## src/rtl/gcd_stein_p.sv

```systemverilog
// -----------------------------------------------------------------------------
// gcd_stein_p : parametrised binary (Stein) GCD engine with start/done handshake
//
// Build option:
//   GCD_CYCLES_EN  when defined, adds the `cycles` output reporting the number
//                  of reduction steps used by the last request.
//
// Parameters:
//   WIDTH  operand/result width in bits (>= 2)
//   KW     width of the common power-of-two counter (derived, do not override)
//
// Ports:
//   clk     in   rising-edge clock
//   reset   in   synchronous active-high reset
//   start   in   request strobe, accepted only while idle
//   a, b    in   operands, sampled on the accepting edge
//   busy    out  high from the accepting edge until the done edge
//   done    out  one-cycle pulse, `out` valid from this cycle on
//   out     out  gcd(a,b), held until the next done
//   cycles  out  reduction steps of the last request (GCD_CYCLES_EN only)
// -----------------------------------------------------------------------------
module gcd_stein_p #(
  parameter int WIDTH = 8,
  parameter int KW    = $clog2(WIDTH) + 1
) (
  input  logic             clk,
  input  logic             reset,
  input  logic             start,
  input  logic [WIDTH-1:0] a,
  input  logic [WIDTH-1:0] b,
  output logic             busy,
  output logic             done,
  output logic [WIDTH-1:0] out
`ifdef GCD_CYCLES_EN
  ,
  output logic [WIDTH-1:0] cycles
`endif
);

  typedef enum logic [1:0] {
    ST_IDLE   = 2'd0,
    ST_REDUCE = 2'd1,
    ST_FINISH = 2'd2
  } state_t;

  state_t           r_state, w_state_nxt;
  logic [WIDTH-1:0] r_u, r_v, w_u_nxt, w_v_nxt;
  logic [KW-1:0]    r_k, w_k_nxt;
  logic [WIDTH-1:0] r_out, w_out_nxt;
  logic             r_done, w_done_nxt;
  logic             r_busy, w_busy_nxt;
  logic             w_step;
  logic [WIDTH-1:0] w_diff_uv, w_diff_vu, w_restored;

  // Both differences are formed; only the non-negative one is ever used.
  assign w_diff_uv  = r_u - r_v;
  assign w_diff_vu  = r_v - r_u;
  // Restore the common power of two in one shot; result <= min(a,b) so no overflow.
  assign w_restored = r_u << r_k;

  // State register
  always_ff @(posedge clk) begin
    if (reset) begin
      r_state <= ST_IDLE;
    end else begin
      r_state <= w_state_nxt;
    end
  end

  // Next-state and datapath update selection
  always_comb begin
    w_state_nxt = r_state;
    w_u_nxt     = r_u;
    w_v_nxt     = r_v;
    w_k_nxt     = r_k;
    w_out_nxt   = r_out;
    w_done_nxt  = 1'b0;
    w_busy_nxt  = r_busy;
    w_step      = 1'b0;
    case (r_state)
      ST_IDLE: begin
        if (start) begin
          w_u_nxt     = a;
          w_v_nxt     = b;
          w_k_nxt     = {KW{1'b0}};
          w_busy_nxt  = 1'b1;
          w_state_nxt = ST_REDUCE;
        end else begin
          w_state_nxt = ST_IDLE;
        end
      end
      ST_REDUCE: begin
        if ((r_u == {WIDTH{1'b0}}) || (r_v == {WIDTH{1'b0}})) begin
          // One operand zero: the other one is the answer (0 when both are).
          w_out_nxt   = r_u | r_v;
          w_done_nxt  = 1'b1;
          w_busy_nxt  = 1'b0;
          w_state_nxt = ST_IDLE;
        end else if (r_u == r_v) begin
          // FINISH is folded into this edge, so it costs no extra cycle.
          w_out_nxt   = w_restored;
          w_done_nxt  = 1'b1;
          w_busy_nxt  = 1'b0;
          w_state_nxt = ST_IDLE;
        end else begin
          w_step = 1'b1;
          case ({r_u[0], r_v[0]})
            2'b00: begin
              w_u_nxt = r_u >> 1;
              w_v_nxt = r_v >> 1;
              w_k_nxt = r_k + KW'(1);
            end
            2'b10: w_v_nxt = r_v >> 1;
            2'b01: w_u_nxt = r_u >> 1;
            2'b11: begin
              if (r_u >= r_v) begin
                w_u_nxt = w_diff_uv >> 1;
              end else begin
                w_v_nxt = w_diff_vu >> 1;
              end
            end
            default: w_state_nxt = ST_IDLE;
          endcase
        end
      end
      ST_FINISH: begin
        // Never entered; kept only as a recovery path back to idle.
        w_busy_nxt  = 1'b0;
        w_state_nxt = ST_IDLE;
      end
      default: begin
        w_busy_nxt  = 1'b0;
        w_state_nxt = ST_IDLE;
      end
    endcase
  end

  // Datapath and output registers
  always_ff @(posedge clk) begin
    if (reset) begin
      r_u    <= {WIDTH{1'b0}};
      r_v    <= {WIDTH{1'b0}};
      r_k    <= {KW{1'b0}};
      r_out  <= {WIDTH{1'b0}};
      r_done <= 1'b0;
      r_busy <= 1'b0;
    end else begin
      r_u    <= w_u_nxt;
      r_v    <= w_v_nxt;
      r_k    <= w_k_nxt;
      r_out  <= w_out_nxt;
      r_done <= w_done_nxt;
      r_busy <= w_busy_nxt;
    end
  end

  assign busy = r_busy;
  assign done = r_done;
  assign out  = r_out;

`ifdef GCD_CYCLES_EN
  logic [WIDTH-1:0] r_cycles, w_cycles_nxt;

  // Step counter: cleared on accept, counts reduction steps, holds when idle
  always_comb begin
    w_cycles_nxt = r_cycles;
    if ((r_state == ST_IDLE) && start) begin
      w_cycles_nxt = {WIDTH{1'b0}};
    end else if (w_step) begin
      w_cycles_nxt = r_cycles + WIDTH'(1);
    end else begin
      w_cycles_nxt = r_cycles;
    end
  end

  // Step counter register
  always_ff @(posedge clk) begin
    if (reset) begin
      r_cycles <= {WIDTH{1'b0}};
    end else begin
      r_cycles <= w_cycles_nxt;
    end
  end

  assign cycles = r_cycles;
`endif

endmodule

```

## config.mk

```make
export PLATFORM = sky130hd
export DESIGN_NAME = gcd_stein_p
export DESIGN_NICKNAME = d
export VERILOG_FILES = /design/src/rtl/gcd_stein_p.sv
export SDC_FILE = /design/constraint.sdc
export NUM_CORES = 1
export LEC_CHECK = 0
export ABC_AREA = 1
export CORE_UTILIZATION = 50
export DETAILED_ROUTE_END_ITERATION = 8
export PLACE_DENSITY = 0.83
export SETUP_SLACK_MARGIN = 0.15
export SLEW_MARGIN = 20
export SYNTH_ARGS = -nofsm -noshare
export SYNTH_HDL_FRONTEND = slang
export SYNTH_SLANG_ARGS = --single-unit
```

## constraint.sdc

```tcl
create_clock -name clk -period 4.9 [get_ports clk]
set_input_delay 0.98 -clock clk [delete_from_list [all_inputs] [get_ports clk]]
set_output_delay 0.98 -clock clk [all_outputs]
set_load 0.05 [all_outputs]
```

==> results.py, run 1 <==
metrics = {
    "detailed_routing": {
        "ant_nets": 0,
        "wl_per_cell_um": 13.5,
        "first_iter_violations": 229,
        "dr.pass1.iters": 5,
        "viasPerCell": 5.35,
        "num_vias": 2910,
        "wl_um": 7330,
        "drc": 0,
    },
    "setup_path": {
        "crit_family": "buffers and inverters",
        "r2r_slack_ns": 2.49,
        "crit_type": "flop to primary output",
        "worstRegToRegCells": 9,
        "cp.arrival_ns": 1.48,
        "cp-start-kind": "flop",
        "cp_max_fo": 2,
        "r2r_end": "r_v[1]",
        "cp_slowest_cell": "clkdlybuf4s50_1",
        "critPathMaxStageDelay_ns": 0.82,
        "worstPathRequired_ns": 3.92,
        "cp_cell_sequence": "clkdlybuf4s50_1",
        "timing.rr.start": "r_v[0]",
        "worstSetupEndpointType": "primary output",
        "timing.critical_path.buf_inv": 1,
    },
    "synth": {
        "synth_top_cell_area_share_pct": 21.9,
        "synthTopCellsByArea": "dfxtp_1, nand2_1, ha_1, nor2_1, nand3_1",
        "synth_area_mm2": 0.00283,
        "synth-seq-area-share_pct": 21.9,
        "syn_inst": 449,
        "yosysTopAreaCell": "dfxtp_1",
        "synth.distinct_cells": 32,
        "ys.flop_type": "dfxtp_1",
        "ys_warn_count": 0,
        "synth_edf_count": 0,
        "yosysMostFrequentCell": "nand2_1",
        "async_flop_share_pct": 0,
        "synth_nets": 497,
        "synth_area_per_cell_um2": 6.30,
        "synthTopCellsByCount": "nand2_1, nor2_1, inv_1, nand3_1",
        "ys_ff_latch": 31,
    },
    "placed_design": {
        "hpwl_um": 5490,
        "portBuffers": 28,
        "dpl_worst_slack_ns": 2.15,
        "gp_congestion": 0.888,
    },
    "sta": {
        "finClkSkew_ns": 0.00424,
        "fmax_mhz": 406,
        "worst_slew_pin_slew_ns": 0.741,
        "fin_crit_ns": 2.46,
        "slew_headroom_pct": 50.6,
        "whs_ns": 0.452,
        "period_share_pct": 50.3,
        "layout_setup_ws_ns": 2.44,
        "rsz0062_at_grt": "no",
        "setup_violations": 0,
        "drv_slew": 0,
        "setup_tns_ns": 0,
        "finalHoldViolCount": 0,
    },
    "power": {
        "p_int_uw": 762,
        "power_uw": 1510,
        "seqPwrFrac_pct": 23.5,
        "p_leak_uw": 0.00154,
        "power_density_mw_per_mm2": 466,
        "pwr-share-comb_pct": 59.1,
        "p_sw_share_pct": 49.6,
        "peakVddDrop_v": 0.000182,
        "clkPwrFrac_pct": 17.5,
        "p_switching_uw": 750,
    },
    "die": {
        "chipWidth_um": 77.2,
        "ios": 29,
        "placementRows": 27,
        "core_area_mm2": 0.00547,
        "die-area_mm2": 0.00596,
        "start_util_pct": 51.7,
        "fp.dieH_um": 77.2,
    },
    "finish": {
        "multi_input_area_mm2": 0.00194,
        "n_antenna_cell": 0,
        "nets": 519,
        "utilization_pct": 59.2,
        "final-seq-area_um2": 621,
        "drive_gt1_share_pct": 9.96,
        "nFillCells": 525,
        "syn_to_final_growth_pct": 14.6,
    },
    "global_routing": {
        "grt_first_pass_wirelength_um": 12100,
        "grtUsageTotal_pct": 25.7,
        "antenna_found_initial": 0,
        "grt-ovfl-total": 0,
        "grt_pass1_vias": 2650,
        "grt_max_degree": 28,
    },
    "clock_network": {
        "cts_resized": 0,
        "h-tree-depth": 2,
        "cts_sinks": 31,
        "clock_latency_ns": 0.29,
        "cts_inserted_buffers": 5,
        "cts.clk_slew.worst_paths_ns": 0.07,
        "clockRootBuffer": "clkbuf_8",
        "cts_tree": "done",
        "max-clock-path-buffers": 2,
        "cts_setup_buffers": 0,
        "hold_buffers": 0,
    },
    "worst_hold_path": {
        "hp-start": "out[4]",
        "hp-class": "flop to flop",
        "min_path_cells": 2,
        "min_to": "out[4]",
    },
    "flow_run": {
        "cap_violations": 0,
    },
    "status": {
        "status": "finished, final reports clean",
    },
}
## state kept, by name, summed over array words and instances, names as in the netlist
register  cells
busy          1
done          1
out           8
r_k           4
r_state       1
r_u           8
r_v           8
## power groups by stage
stage | sequential (uW) | clock (uW) | combinational, uW
6_report | 355 | 264 | 893
5_1_grt | 363 | 282 | 993
3_5_place_dp | 358 | 0 | 871
3_3_place_gp | 357 | 0 | 852
2_1_floorplan | 366 | 0 | 675
4_1_cts | 353 | 269 | 877
## cells in the final DEF, fill, tap and decap left out, types with 2 or more instances in the layout
| cell type | instances |
|---|---|
| a21oi_1 | 31 |
| a21oi_4 | 3 |
| clkbuf_8 | 6 |
| clkdlybuf4s50_1 | 28 |
| clkinv_1 | 2 |
| dfxtp_1 | 31 |
| fa_1 | 2 |
| ha_1 | 27 |
| inv_1 | 40 |
| inv_2 | 10 |
| nand2_1 | 141 |
| nand2_2 | 6 |
| nand2_4 | 2 |
| nand3_1 | 32 |
| nand3_2 | 2 |
| nor2_1 | 48 |
| nor2_2 | 8 |
| nor2_4 | 6 |
| o211ai_1 | 5 |
| o21ai_0 | 24 |
| o21ai_1 | 2 |
| o22ai_1 | 4 |
| xor2_1 | 3 |
## cells by family after synthesis
kind of cell / after synthesis / synth area share [%]
and+or+nand+nor: 248 / 39.0
AOI/OAI and AO/OA: 72 / 14.9
buffers and inverters: 65 / 9.60
DFF: 31 / 21.9
adders and majority gates: 29 / 13.4
xor gates and xnor gates: 4 / 1.24
## final cells by class
type	instances	area share (%)
clock buffer	6	2.55
clock inverter	2	1.08
inverter	52	6.02
multi-input combinational	353	59.8
sequential	31	19.2
tap	72	2.78
timing repair buffer	28	8.65
## per-layer routing
layer | part of all wire, % | global-route usage, %
met4 | 2.3 | 10.6
met1 | 44 | 31.8
met5 | 0 | 0
met2 | 47 | 42.7
met3 | 6.6 | 5.71
## worst max path at each step
| stage | start | endpoint | slack (ns) | depth (start not counted) |
|---|---|---|---|---|
| floorplan | r_u[0] | r_v[0] | 2.90 | 11 |
| global placement | reset | out[1] | 2.19 | 6 |
| detailed placement | reset | out[7] | 2.15 | 6 |
| CTS | busy | busy | 2.44 | 1 |
| global route | r_u[0] | r_v[1] | 2.24 | 9 |
| finish | busy | busy | 2.44 | 1 |
## worst min-delay path: cells and delay by family (launching register included)
kind / cells / cell delay [ns]
flip-flops: 1 / 0.31
AND/OR/NAND/NOR: 2 / 0.10
## through the flow
stage               cells  area [um2]
CTS                   544        3240
global placement      536        3120
finish                544        3240
global route          544        3240
detailed placement    536        3120
floorplan             449        2830
Power figures use the tool's default switching activity.
==> run 2: changes to the inputs <==
Settings changed: PLACE_DENSITY 0.83 to 0.85.
Clock period 4.9 ns to 2 ns, I/O delays scaled along.
==> run 2 against run 1 <==
Compared with the run above:
- the flow now finishes with violations (setup timing)
- sequential power increased by 140%
- design area rose by 22%
- worst hold slack better by 0.0049 ns
- critical path type is now flop to flop
- largest power group unchanged
- highest routed layer unchanged
==> results.py, run 2 (synthesis results as in run 1) <==
metrics = {
    "sta": {
        "drv_slew": 0,
        "rsz0062_at_grt": "yes",
        "fmax_mhz": 492,
        "fin_crit_ns": 2.03,
        "layout_setup_ws_ns": -0.0342,
        "slew_headroom_pct": 66.2,
        "worst_slew_pin_slew_ns": 0.506,
        "finClkSkew_ns": 0.00787,
        "setup_violations": 2,
        "finalHoldViolCount": 0,
        "whs_ns": 0.457,
        "period_share_pct": 102,
    },
    "die": {
        "ios": 29,
        "fp.dieH_um": 77.2,
        "placementRows": 27,
        "start_util_pct": 51.7,
        "core_area_mm2": 0.00547,
        "chipWidth_um": 77.2,
        "die-area_mm2": 0.00596,
    },
    "placed_design": {
        "dpl_worst_slack_ns": -0.00561,
        "gp_congestion": 0.957,
        "portBuffers": 28,
        "hpwl_um": 6370,
    },
    "setup_path": {
        "r2r_end": "r_u[2]",
        "r2r_slack_ns": -0.03,
        "worstRegToRegCells": 12,
        "cp_cell_sequence": "inv_1 -> ha_4 -> inv_4 -> a21oi_2 -> o21ai_2 -> buf_6 -> xor2_1 -> nand2_1 -> nand2_1 -> nand2_1 -> nor2_1 -> nor2_1",
        "crit_type": "flop to flop",
        "timing.rr.start": "r_u[2]",
        "cp-start-kind": "flop",
        "worstSetupEndpointType": "flop",
        "timing.critical_path.buf_inv": 3,
        "cp_slowest_cell": "dfxtp_2",
        "critPathMaxStageDelay_ns": 0.37,
        "cp_max_fo": 6,
        "startpoint": "r_u[2]",
        "critPathMostFrequentCell": "nand2_1",
        "crit_family": "simple AND/OR/NAND/NOR gates",
        "cp.arrival_ns": 2.22,
        "worstPathRequired_ns": 2.19,
    },
    "detailed_routing": {
        "num_vias": 3525,
        "wl_per_cell_um": 18.1,
        "dr.pass1.iters": 7,
        "ant_nets": 0,
        "viasPerCell": 5.91,
        "first_iter_violations": 551,
        "wl_um": 10800,
        "drc": 0,
    },
    "finish": {
        "mostFrequentLayoutCell": "nand2_1",
        "utilization_pct": 72.5,
        "nFillCells": 389,
        "drive_gt1_share_pct": 30.5,
        "n_antenna_cell": 0,
        "nets": 571,
        "syn_to_final_growth_pct": 40.2,
        "final_cell_mix": "nand2_1, buf_4, nor2_1",
    },
    "flow_run": {
        "cap_violations": 0,
    },
    "clock_network": {
        "cts_tree": "done",
        "hold_buffers": 0,
        "max-clock-path-buffers": 2,
        "clock_latency_ns": 0.30,
        "cts_sinks": 31,
        "cts_inserted_buffers": 5,
        "clockRootBuffer": "clkbuf_8",
        "h-tree-depth": 2,
        "cts.clk_slew.worst_paths_ns": 0.08,
    },
    "global_routing": {
        "grt_max_degree": 19,
        "grt-ovfl-total": 0,
        "grt_first_pass_wirelength_um": 15500,
        "grt_pass1_vias": 3224,
        "grtUsageTotal_pct": 33.3,
        "antenna_found_initial": 0,
    },
    "power": {
        "p_leak_uw": 0.00200,
        "power_uw": 4850,
        "power_density_mw_per_mm2": 1220,
        "peakVddDrop_v": 0.000601,
    },
    "worst_hold_path": {
        "hp-start": "out[4]",
        "min_path_cells": 2,
        "hp-class": "flop to flop",
        "min_to": "out[4]",
    },
    "status": {
        "violations": "setup timing",
        "status": "complete, but fails checks",
    },
}
run 2: cell types whose count changed in the layout (fill, tap and decap cells not counted), sizes merged:
cell,change
dlymetal6s2s,+9
clkdlybuf4s50,-9
inv,-1
buf,+52
clkinvlp,+1
run 2: stage by stage:
step	std cells	cell area, um2	TNS, ns
floorplan	449	2830	0
global placement	568	3370	0
detailed placement	568	3370	-0.00561
CTS	580	3680	0
global route	596	3970	-0.266
finish	596	3970	-0.0422
run 2: worst max path at each step:
stage / to / slack (ns) / depth (start not counted)
floorplan: r_v[1] / 0.15 / 11
global placement: r_v[6] / 0.05 / 13
finish: r_u[2] / -0.03 / 12
CTS: r_v[6] / 0.11 / 12
global route: r_v[1] / -0.08 / 12
detailed placement: r_v[6] / -0.006 / 13
run 2: tightest hold or removal path: cells and delay by family, from the launching register on:
family | cells | cell delay (ns)
flops | 1 | 0.31
simple gates | 2 | 0.10
run 2: repair_timing:
action,CTS,global route
pin swaps,20,36
endpoints found under the setup margin,28,38
buffers inserted,4,16
resized for setup,37,59
run 2: cell type report:
class	count	area (um2)	area share [%]
clock inverters	2	35.0	0.883
flip-flops and latches	31	643	16.2
inverters	52	214	5.39
repair buffers	80	697	17.6
clock buffers	6	82.6	2.08
well taps	72	90.1	2.27
multi-input cells	353	2210	55.6
run 2: layer usage:
| metal | global-route usage (%) | share of wire, % | up-vias |
|---|---|---|---|
| met1 | 38.7 | 38 | 1567 |
| met5 | 0 | 0 | - |
| met2 | 55.4 | 46 | 288 |
| li1 | - | - | 1575 |
| met4 | 20.0 | 7.0 | 0 |
| met3 | 7.38 | 9.8 | 95 |
run 2: report_power, final:
group / leakage [uW] / switching (uW) / internal (uW)
Clock: 0.0000612 / 274 / 403
Combinational: 0.00167 / 2010 / 1310
Sequential: 0.000259 / 111 / 738
==> run 3: changes to the inputs <==
Settings changed: CTS_CLUSTER_SIZE from default to 14.
==> results of run 3 <==
Final layout, timing and power as in run 2 (identical DEF).
